===== config.mk =====
export PLATFORM = sky130hd
export DESIGN_NAME = button_cmd_scheduler_flat
export DESIGN_NICKNAME = d
export VERILOG_FILES = /design/src/rtl/button_cmd_scheduler_pkg.sv /design/src/rtl/button_cmd_scheduler_if.sv /design/src/rtl/button_cmd_scheduler_fifo.sv /design/src/rtl/button_cmd_scheduler.sv /design/src/flat_wrapper.sv
export SDC_FILE = /design/constraint.sdc
export NUM_CORES = 1
export LEC_CHECK = 0
export ABC_AREA = 1
export CAP_MARGIN = 20
export CORE_ASPECT_RATIO = 1.75
export CORE_MARGIN = 5
export CORE_UTILIZATION = 40
export CTS_BUF_LIST = sky130_fd_sc_hd__clkbuf_4 sky130_fd_sc_hd__clkbuf_8
export CTS_CLUSTER_SIZE = 28
export DETAILED_ROUTE_END_ITERATION = 16
export GPL_ROUTABILITY_DRIVEN = 0
export SETUP_SLACK_MARGIN = 0.05
export SLEW_MARGIN = 15
export SYNTH_ARGS = -nofsm -noshare
export SYNTH_HDL_FRONTEND = slang
export SYNTH_SLANG_ARGS = --single-unit

===== constraint.sdc =====
create_clock -name clk -period 2.4 [get_ports clk]
set_input_delay 0.36 -clock clk [delete_from_list [all_inputs] [get_ports clk]]
set_output_delay 0.36 -clock clk [all_outputs]
set_load 0.01 [all_outputs]

===== src/rtl/button_cmd_scheduler_pkg.sv =====
// Shared types and width helpers for the button command scheduler.
// The command record travels through the FIFO as a packed {id, is_repeat} pair.
package button_pkg;

  localparam int MAX_BTN  = 8;
  localparam int BTN_ID_W = $clog2(MAX_BTN);

  typedef struct packed {
    logic [BTN_ID_W-1:0] id;
    logic                is_repeat;
  } btn_cmd_t;

  function automatic int fifo_cnt_w(input int depth);
    return $clog2(depth) + 1;
  endfunction

endpackage


===== src/rtl/button_cmd_scheduler_if.sv =====
// Command handshake between the scheduler (master) and the control FSM (slave).
interface button_cmd_scheduler_if #(
  parameter int N_BTN = 4
);
  localparam int ID_W = (N_BTN > 1) ? $clog2(N_BTN) : 1;

  logic            cmd_valid;
  logic [ID_W-1:0] cmd_id;
  logic            cmd_repeat;
  logic            cmd_ready;

  modport master (output cmd_valid, cmd_id, cmd_repeat, input cmd_ready);
  modport slave  (input cmd_valid, cmd_id, cmd_repeat, output cmd_ready);
endinterface


===== src/rtl/button_cmd_scheduler_fifo.sv =====
// Synchronous command FIFO; a push is accepted when full if a pop happens in the same cycle.
module btn_cmd_fifo
  import button_pkg::*;
#(
  parameter int DEPTH = 4
) (
  input  logic                    clk,
  input  logic                    rst,
  input  logic                    push,
  input  btn_cmd_t                push_data,
  input  logic                    pop,
  output btn_cmd_t                head,
  output logic                    full,
  output logic                    empty,
  output logic [$clog2(DEPTH):0]  count
);
  localparam int PTR_W = $clog2(DEPTH);

  btn_cmd_t         mem [DEPTH];
  logic [PTR_W-1:0] wr_ptr;
  logic [PTR_W-1:0] rd_ptr;
  logic             do_push;
  logic             do_pop;

  assign empty   = (count == '0);
  assign full    = (count == ($clog2(DEPTH)+1)'(DEPTH));
  assign do_pop  = pop && !empty;
  assign do_push = push && (!full || do_pop);

  always_ff @(posedge clk or negedge rst) begin
    if (!rst) begin
      wr_ptr <= '0;
      rd_ptr <= '0;
      count  <= '0;
    end else begin
      if (do_push) wr_ptr <= wr_ptr + 1'b1;
      if (do_pop)  rd_ptr <= rd_ptr + 1'b1;
      case ({do_push, do_pop})
        2'b10:   count <= count + 1'b1;
        2'b01:   count <= count - 1'b1;
        default: ;
      endcase
    end
  end

  // Storage is not reset; the head is masked while empty so stale entries never leak out.
  always_ff @(posedge clk) begin
    if (do_push) mem[wr_ptr] <= push_data;
  end

  assign head = empty ? '0 : mem[rd_ptr];

endmodule


===== src/rtl/button_cmd_scheduler.sv =====
// Round-robin scheduler turning button press/repeat events into an ordered command stream.
// Define BTN_AUTOREPEAT_EN to build the per-button hold counters and repeat events.
module button_cmd_scheduler
  import button_pkg::*;
#(
  parameter int N_BTN         = 4,
  parameter int FIFO_DEPTH    = 4,
  parameter int HOLD_CYCLES   = 50_000_000,
  parameter int REPEAT_CYCLES = 10_000_000
) (
  input  logic                         clk,
  input  logic                         rst,
  input  logic [N_BTN-1:0]             btn_pulse,
  input  logic [N_BTN-1:0]             btn_level,
  button_cmd_scheduler_if.master       cmd,
  output logic [$clog2(FIFO_DEPTH):0]  fifo_count,
  output logic                         overflow,
  input  logic                         ovf_clr
);
  localparam int ID_W = (N_BTN > 1) ? $clog2(N_BTN) : 1;

  logic [N_BTN-1:0] pending;
  logic [N_BTN-1:0] rep_flag;
  logic [N_BTN-1:0] pend_n;
  logic [N_BTN-1:0] flag_n;
  logic [N_BTN-1:0] rep_fire;
  logic [N_BTN-1:0] ev;
  logic [N_BTN-1:0] ev_rep;
  logic [ID_W-1:0]  rr_ptr;
  logic [ID_W-1:0]  gnt_idx;
  logic             gnt_found;
  logic             gnt_any;
  logic             can_accept;
  logic             pop;
  logic             drop;
  logic             fifo_full;
  logic             fifo_empty;
  btn_cmd_t         head;
  btn_cmd_t         push_data;
  logic             unused_ok;

  assign pop        = !fifo_empty && cmd.cmd_ready;
  assign can_accept = !fifo_full || pop;

  // A fresh press outranks a coincident repeat, so the flag only marks pure repeats.
  assign ev     = btn_pulse | rep_fire;
  assign ev_rep = rep_fire & ~btn_pulse;

  always_comb begin
    int idx;
    gnt_found = 1'b0;
    gnt_idx   = '0;
    idx       = 0;
    for (int k = 0; k < N_BTN; k++) begin
      idx = (int'(rr_ptr) + k) % N_BTN;
      if (!gnt_found && pending[ID_W'(idx)]) begin
        gnt_found = 1'b1;
        gnt_idx   = ID_W'(idx);
      end
    end
    gnt_any = gnt_found && can_accept;
  end

  always_comb begin
    pend_n = pending;
    flag_n = rep_flag;
    drop   = 1'b0;
    for (int i = 0; i < N_BTN; i++) begin
      if (gnt_any && (gnt_idx == ID_W'(i))) begin
        pend_n[i] = ev[i];
        flag_n[i] = ev[i] && ev_rep[i];
      end else if (ev[i]) begin
        if (pending[i]) begin
          drop = 1'b1;
        end else begin
          pend_n[i] = 1'b1;
          flag_n[i] = ev_rep[i];
        end
      end
    end
  end

  always_ff @(posedge clk or negedge rst) begin
    if (!rst) begin
      pending  <= '0;
      rep_flag <= '0;
      rr_ptr   <= '0;
      overflow <= 1'b0;
    end else begin
      pending  <= pend_n;
      rep_flag <= flag_n;
      if (gnt_any) begin
        rr_ptr <= (int'(gnt_idx) == N_BTN-1) ? '0 : gnt_idx + 1'b1;
      end
      if (drop)         overflow <= 1'b1;
      else if (ovf_clr) overflow <= 1'b0;
    end
  end

  assign push_data.id        = BTN_ID_W'(gnt_idx);
  assign push_data.is_repeat = rep_flag[gnt_idx];

  btn_cmd_fifo #(
    .DEPTH (FIFO_DEPTH)
  ) u_fifo (
    .clk       (clk),
    .rst       (rst),
    .push      (gnt_any),
    .push_data (push_data),
    .pop       (pop),
    .head      (head),
    .full      (fifo_full),
    .empty     (fifo_empty),
    .count     (fifo_count)
  );

  assign cmd.cmd_valid = !fifo_empty;
  assign cmd.cmd_id    = head.id[ID_W-1:0];

`ifdef BTN_AUTOREPEAT_EN
  localparam int HC_MAX = (HOLD_CYCLES > REPEAT_CYCLES) ? HOLD_CYCLES : REPEAT_CYCLES;
  localparam int HC_W   = $clog2(HC_MAX + 1);
  localparam logic [HC_W-1:0] HOLD_TC = HC_W'(HOLD_CYCLES);
  localparam logic [HC_W-1:0] REP_TC  = HC_W'(REPEAT_CYCLES);

  for (genvar g = 0; g < N_BTN; g++) begin : g_hold
    logic [HC_W-1:0] hold_cnt;
    logic [HC_W-1:0] cnt_inc;
    logic            in_repeat;

    // cnt_inc is the number of high cycles including the current one.
    assign cnt_inc     = (hold_cnt == '1) ? hold_cnt : hold_cnt + 1'b1;
    assign rep_fire[g] = btn_level[g] && (cnt_inc == (in_repeat ? REP_TC : HOLD_TC));

    always_ff @(posedge clk or negedge rst) begin
      if (!rst) begin
        hold_cnt  <= '0;
        in_repeat <= 1'b0;
      end else if (!btn_level[g]) begin
        hold_cnt  <= '0;
        in_repeat <= 1'b0;
      end else if (rep_fire[g]) begin
        hold_cnt  <= '0;
        in_repeat <= 1'b1;
      end else begin
        hold_cnt  <= cnt_inc;
      end
    end
  end

  assign cmd.cmd_repeat = head.is_repeat;
  assign unused_ok      = ^head;
`else
  assign rep_fire       = '0;
  assign cmd.cmd_repeat = 1'b0;
  assign unused_ok      = ^{head, btn_level, 32'(HOLD_CYCLES), 32'(REPEAT_CYCLES)};
`endif

endmodule


===== src/flat_wrapper.sv =====
// flat-port wrapper written by rule: the top's interface ports become plain ports
module button_cmd_scheduler_flat import button_pkg::*;
#(
  parameter int N_BTN         = 4,
  parameter int FIFO_DEPTH    = 4,
  parameter int HOLD_CYCLES   = 50_000_000,
  parameter int REPEAT_CYCLES = 10_000_000
)
  (clk, rst, btn_pulse, btn_level, fifo_count, overflow, ovf_clr, cmd_cmd_valid, cmd_cmd_id, cmd_cmd_repeat, cmd_cmd_ready);
  button_cmd_scheduler_if #(.N_BTN(N_BTN)) cmd_i ();
  input  logic clk;
  input  logic rst;
  input  logic [N_BTN-1:0] btn_pulse;
  input  logic [N_BTN-1:0] btn_level;
  output logic [$clog2(FIFO_DEPTH):0] fifo_count;
  output logic overflow;
  input  logic ovf_clr;
  output wire logic [$bits(cmd_i.cmd_valid)-1:0] cmd_cmd_valid;
  output wire logic [$bits(cmd_i.cmd_id)-1:0] cmd_cmd_id;
  output wire logic [$bits(cmd_i.cmd_repeat)-1:0] cmd_cmd_repeat;
  input wire logic [$bits(cmd_i.cmd_ready)-1:0] cmd_cmd_ready;
  assign cmd_cmd_valid = cmd_i.cmd_valid;
  assign cmd_cmd_id = cmd_i.cmd_id;
  assign cmd_cmd_repeat = cmd_i.cmd_repeat;
  assign cmd_i.cmd_ready = cmd_cmd_ready;
  button_cmd_scheduler #(.N_BTN(N_BTN), .FIFO_DEPTH(FIFO_DEPTH), .HOLD_CYCLES(HOLD_CYCLES), .REPEAT_CYCLES(REPEAT_CYCLES)) u_core (.clk(clk), .rst(rst), .btn_pulse(btn_pulse), .btn_level(btn_level), .cmd(cmd_i), .fifo_count(fifo_count), .overflow(overflow), .ovf_clr(ovf_clr));
endmodule

==> impl_metrics.csv, run 1 <==
group,metric,value,unit
layout,nets,211,
logic_synthesis,syn_avg_cell_area,8.645,um2
timing,clock_skew,0.002310,ns
critical_path,cp_cell_sequence,"buf_2 -> nand2_1 -> nand2_2 -> nand2_2 -> nand2_4 -> nor2_8 -> nand3_4 -> nand2_4 -> ha_1 -> inv_1 -> fa_1 -> a21oi_2 -> o21ai_1 -> xor2_1",
critical_path,cpPeakStageDelay,0.43,ns
logic_synthesis,yosysUniqueCellTypes,32,
layout,drive_gt1_share,19.15,%
critical_path,slowest_stage,"dfrtp_2",
layout,antenna_cells,0,
timing,setup_viol,0,
cts,cts_tree,"yes",
global_route,grt_max_degree,15,
placed_design,placed_area,1614,um2
timing,fin_crit_sh,94.89,%
detailed_routing,via_per_inst,4.700,
global_route,gr-total-overflow,0,
cts,cts.sinks,22,
detailed_routing,first_pass_iters,4,
timing,rsz0062_at_grt,"yes",
die,die_area,4907,um2
layout,layout_common_cells,"nand2_1 (32), inv_1 (24), nor2_1 (20)",
timing,slew_violations,0,
global_route,grt_pass1_vias,1118,
global_route,grt_usage,12.65,%
placed_design,io_buffers,14,
logic_synthesis,async_reset_ff_share,63.64,%
power,p_seq_share,25.9,%
layout,area_delta_synth_final,22.19,%
timing,tightest_slew,0.6998,ns
critical_path,worst_ep_required_time,2.55,ns
flow_run,timing.max_cap.violations,0,
logic_synthesis,synth-main-ff-cell,"dfrtp_1",
detailed_routing,routed_wl,2638,um
die,start_util,41.55,%
die,io_pins,20,
die,die_h,89.00,um
power,power_leakage,0.0008574,uW
critical_path,critical_path.top_delay_family,"simple AND/OR/NAND/NOR gates",
critical_path,critPathCaptureType,"register",
cts,clock_latency,0.26,ns
cts,cts_buffer_depth,2,
layout,num-fill-cells,371,
detailed_routing,drc,0,
detailed_routing,drtAntennaViolNets,0,
power,pwr-share-comb,62.9,%
layout,utilization,50.77,%
cts,cts-hold-fix-buffers,0,
critical_path,cp_max_fo,4,
power,clkPwrFrac,11.2,%
logic_synthesis,syn-instance-count,165,
power,p_switching,1323,uW
detailed_routing,via_count,1095,
logic_synthesis,yosys.area.top_type_share,24.56,%
logic_synthesis,synth_nets,187,
logic_synthesis,syn-cell-area,1426,um2
critical_path,arrival,2.42,ns
placed_design,dp_slack,0.03292,ns
critical_path,cp-start-kind,"register",
die,die_x,55.14,um
logic_synthesis,synth_enable_flop_cells,8,
cts,clk_pin_slew,0.08,ns
detailed_routing,drt_iter0_drc,8,
timing,hold_slack,0.5157,ns
logic_synthesis,ys_seq_elements,22,
critical_path,crit_buf_inv,2,
placed_design,hpwl,2133,um
logic_synthesis,ys_top_cells_by_area,"dfrtp_1 (25%), edfxtp_1 (17%), nand2_1 (8.4%), ha_1 (7.9%), inv_1 (6.6%)",
power,power_density,1743,nW/um2
layout,final_common_cell,"nand2_1",
timing,min_period,2.277,ns
outcome,status,"complete, no violations",
detailed_routing,wire_per_inst,11.32,um
critical_path,critPathKind,"register to register",
layout,final_area,1743,um2
power,switching_share,43.55,%
timing,slew_headroom,53.20,%
power,internal_power,1715,uW
timing,fin_ws,0.1227,ns
timing,hold_viol_final,0,
cts,htree_levels,1,
die,coreArea,3433,um2
logic_synthesis,synth_largest_area_cell,"dfrtp_1",
power,ir_worst_vdd,0.9541,mV
timing,fmax,439.1,MHz
cts,cts_inserted_buffers,3,
global_route,antenna_found_initial,0,
cts,root_buffer,"clkbuf_8",
logic_synthesis,yosysSeqAreaShare,41.40,%
die,fp-row-count,28,
hold_path,hp-class,"input pin to async pin",
global_route,grt_pass1_wl,4498,um
logic_synthesis,synth-warning-count,0,
==> layout make-up <==
type / instances / area [um2] / share of cell area [%]
clock buffers: 3 / 41.29 / 2.369
clock inverters: 1 / 30.03 / 1.723
inverters: 27 / 106.4 / 6.102
multi-input cells: 113 / 706.9 / 40.56
flip-flops and latches: 22 / 591.8 / 33.96
well taps: 45 / 56.30 / 3.230
repair buffers: 22 / 210.2 / 12.06
==> Yosys cell counts (2+ instances only) <==
| cell | number |
|---|---|
| nand4_1 | 2 |
| nand2_2 | 6 |
| edfxtp_1 | 8 |
| nor2_2 | 2 |
| nor2_1 | 21 |
| nand3_1 | 9 |
| xor2_1 | 3 |
| ha_1 | 9 |
| a21o_1 | 3 |
| nand2_4 | 3 |
| inv_1 | 25 |
| a21oi_1 | 3 |
| nand2_1 | 32 |
| dfrtp_1 | 14 |
| o21ai_0 | 7 |
| a21oi_2 | 2 |
==> logic make-up after synthesis <==
kind of cell	synth area share, %
and+or+nand+nor	27.28
buffers and inverters	10.18
DFF	41.40
AOI/OAI and AO/OA	7.983
adders and majority gates	9.298
xor gates and xnor gates	3.597
other	0.2629
==> flip-flops by register name, summed over array words and instances (netlist names) <==
register / count
u_core.u_fifo.wr_ptr: 2
u_core.rr_ptr: 2
u_core.u_fifo.mem: 8
u_core.pending: 4
u_core.overflow: 1
u_core.u_fifo.count: 3
u_core.u_fifo.rd_ptr: 2
==> power by group through the flow <==
stage               Clock (uW)  Sequential (uW)  Combinational (uW)
global route               362              814                2180
detailed placement           0              817                1740
global placement             0              808                1680
floorplan                    0              773                1330
finish                     341              786                1910
CTS                        351              809                1760
==> per-stage QoR <==
| step | power [uW] | TNS, ns | instances |
|---|---|---|---|
| 2_1_floorplan | 2102 | 0 | 165 |
| 3_3_place_gp | 2491 | 0 | 225 |
| 3_5_place_dp | 2561 | 0 | 225 |
| 4_1_cts | 2917 | 0 | 229 |
| 5_1_grt | 3355 | -0.02708 | 233 |
| 6_report | 3037 | 0 | 233 |
==> repair_timing <==
item,4_1_cts,5_1_grt
setup endpoints to repair,1,2
setup buffers,0,4
pin swaps,0,5
cloned,0,0
gates resized for setup,1,7
==> worst paths after layout <==
check | from | to | slack (ns) | depth (start not counted)
worst max-delay path | u_core.rr_ptr[0]$_DFFE_PN0P_ | u_core.u_fifo.count[2]$_DFFE_PN0P_ | 0.12 | 14
worst min-delay path | rst | u_core.u_fifo.wr_ptr[0]$_DFFE_PN0P_ | 0.52 | 1
worst max register to register | u_core.rr_ptr[0]$_DFFE_PN0P_ | u_core.u_fifo.count[2]$_DFFE_PN0P_ | 0.12 | 14
worst min register to register | u_core.u_fifo.count[0]$_DFFE_PN0P_ | u_core.u_fifo.count[0]$_DFFE_PN0P_ | 0.52 | 1
max in group asynchronous | rst | u_core.rr_ptr[0]$_DFFE_PN0P_ | 1.40 | 1
min in group clk | u_core.u_fifo.count[0]$_DFFE_PN0P_ | u_core.u_fifo.count[0]$_DFFE_PN0P_ | 0.52 | 1
==> per-layer routing <==
layer	routed length (um)	share of wire (%)	GRT usage [%]
met5	0	0	0
met4	49	1.9	5.973
met3	67	2.5	2.003
met2	1541	58	24.57
met1	979	37	12.01
No activity file was read; power rests on OpenSTA's default activity.
==> inputs of run 2 (changes only) <==
--- a/config.mk
+++ b/config.mk
@@ -14,7 +14,9 @@
 export CTS_CLUSTER_SIZE = 28
 export DETAILED_ROUTE_END_ITERATION = 16
 export GPL_ROUTABILITY_DRIVEN = 0
+export GPL_TIMING_DRIVEN = 0
 export SETUP_SLACK_MARGIN = 0.05
+export SKIP_CTS_REPAIR_TIMING = 1
 export SLEW_MARGIN = 15
 export SYNTH_ARGS = -nofsm -noshare
 export SYNTH_HDL_FRONTEND = slang
==> run 2 against run 1 <==
  * First-iteration DRC count up 110%
  * Utilization is 3.8 points higher
  * Routed wire length is 12% higher
  * Non-clock buffer count rose by 5
  * Worst hold slack improved by 0.016 ns
  * Maximum frequency fell by 4.3%
  * Highest routed layer unchanged
  * Global-route usage rose by 0.31 points
==> impl_metrics.csv, run 2 (synthesized netlist as in run 1, its figures left out) <==
group,metric,value,unit
layout,layout.cells.non_filler,238,
timing,fin_crit_sh,99.15,%
critical_path,cp-start-kind,"register",
cts,cts.sinks,22,
die,start_util,41.55,%
layout,drive_gt1_share,27.98,%
critical_path,critPathCaptureType,"register",
die,coreArea,3433,um2
cts,htree_levels,1,
timing,slew_headroom,50.97,%
die,fp-row-count,28,
timing,clock_skew,0.008580,ns
cts,clk_pin_slew,0.08,ns
layout,layout_common_cells,"nand2_1 (25), inv_1 (23), nor2_1 (20)",
detailed_routing,via_count,1174,
layout,top_register,"u_core.u_fifo.mem",
critical_path,rr_startpoint,"u_core.rr_ptr[0]$_DFFE_PN0P_",
placed_design,io_buffers,14,
global_route,gr-total-overflow,0,
detailed_routing,routed_wl,2956,um
placed_design,hpwl,2165,um
timing,fmax,420.2,MHz
layout,antenna_cells,0,
placed_design,dp_cells,224,
die,die_h,89.00,um
die,io_pins,20,
critical_path,cp_max_fo,8,
detailed_routing,drc,0,
die,die_area,4907,um2
cts,cts_buffer_depth,2,
critical_path,arrival,2.53,ns
timing,rsz0062_at_grt,"yes",
outcome,status,"complete, no violations",
die,die_x,55.14,um
cts,cts_tree,"yes",
layout,final_common_cell,"nand2_1",
global_route,grt_usage,12.96,%
cts,cts_inserted_buffers,3,
layout,reg.largest.list,"u_core.u_fifo.mem: 8 flops, u_core.pending: 4 flops, u_core.u_fifo.count: 3 flops",
global_route,antenna_found_initial,0,
timing,setup_viol,0,
critical_path,worst_r2r_endpoint,"u_core.u_fifo.count[2]$_DFFE_PN0P_",
detailed_routing,first_pass_iters,4,
global_route,grt_pass1_vias,1075,
critical_path,rr_worst_depth,16,
timing,hold_viol_final,0,
layout,area_delta_synth_final,31.40,%
layout,num-fill-cells,344,
timing,slew_violations,0,
cts,root_buffer,"clkbuf_8",
global_route,grt_pass1_wl,4602,um
layout,largest_reg_flops,8,
global_route,grt_max_degree,15,
layout,nets,216,
critical_path,worst_ep_required_time,2.55,ns
timing,tightest_slew,0.7331,ns
detailed_routing,via_per_inst,4.933,
detailed_routing,wire_per_inst,12.42,um
flow_run,timing.max_cap.violations,0,
timing,min_period,2.380,ns
critical_path,reg2reg_slack,0.02,ns
detailed_routing,drt_iter0_drc,17,
critical_path,critPathKind,"register to register",
cts,clock_latency,0.26,ns
hold_path,hp-class,"input pin to async pin",
detailed_routing,drtAntennaViolNets,0,
==> run 2: worst max-delay path, stage by stage, from the launching register on <==
cell	delay, ns
dfrtp_1	0.39
buf_6	0.17
clkinv_8	0.09
nand2_4	0.07
nand2_4	0.06
nand2_4	0.08
nand2_4	0.07
nor2_8	0.13
nand3_4	0.11
nand2_4	0.11
buf_12	0.11
ha_4	0.12
inv_2	0.04
fa_2	0.36
a21oi_2	0.12
o21ai_1	0.08
xor2_1	0.15
==> run 2: metrics by stage <==
stage / worst slack [ns] / cell area (um2) / TNS [ns] / utilization (%) / hold slack, ns
floorplan: 0.09370 / 1426 / 0 / - / 0.06441
global placement: -0.07110 / 1623 / -0.07110 / 47.27 / 0.5150
detailed placement: -0.09216 / 1623 / -0.09216 / 47.27 / 0.5198
CTS: -0.1125 / 1678 / -0.1125 / 48.87 / 0.5352
global route: -0.1422 / 1874 / -0.1759 / 54.59 / 0.5607
finish: 0.02043 / 1874 / 0 / 54.59 / 0.5312
==> run 2: worst max path at each step <==
stage | startpoint | end | slack [ns] | cells after the start
final | u_core.rr_ptr[0]$_DFFE_PN0P_ | u_core.u_fifo.count[2]$_DFFE_PN0P_ | 0.02 | 16
after global placement | cmd_cmd_ready | u_core.u_fifo.count[2]$_DFFE_PN0P_ | -0.07 | 11
after detailed placement | u_core.rr_ptr[0]$_DFFE_PN0P_ | u_core.u_fifo.count[2]$_DFFE_PN0P_ | -0.09 | 15
after floorplan | u_core.rr_ptr[0]$_DFFE_PN0P_ | u_core.u_fifo.count[2]$_DFFE_PN0P_ | 0.09 | 15
after global routing | u_core.rr_ptr[0]$_DFFE_PN0P_ | u_core.u_fifo.count[2]$_DFFE_PN0P_ | -0.14 | 16
after CTS | u_core.rr_ptr[0]$_DFFE_PN0P_ | u_core.u_fifo.count[2]$_DFFE_PN0P_ | -0.11 | 15
==> run 2: final cells by class <==
cell class,count,area [um2],share of cell area [%]
Tap cell,45,56.30,3.004
Inverter,27,113.9,6.075
Buffer,3,38.79,2.069
Multi-Input combinational cell,113,803.3,42.86
Sequential cell,22,591.8,31.58
Timing Repair Buffer,24,215.2,11.48
Clock buffer,4,55.05,2.937
==> run 2: metal layers <==
metal	track usage, %	wire [um]
met3	1.669	98
met4	5.973	90
met1	12.79	1037
met5	0	0
met2	25.00	1730
Power of run 2 is left out: the tool's default activity adds up to more than one toggle a clock period on the data nets, which glitch-free logic cannot reach.
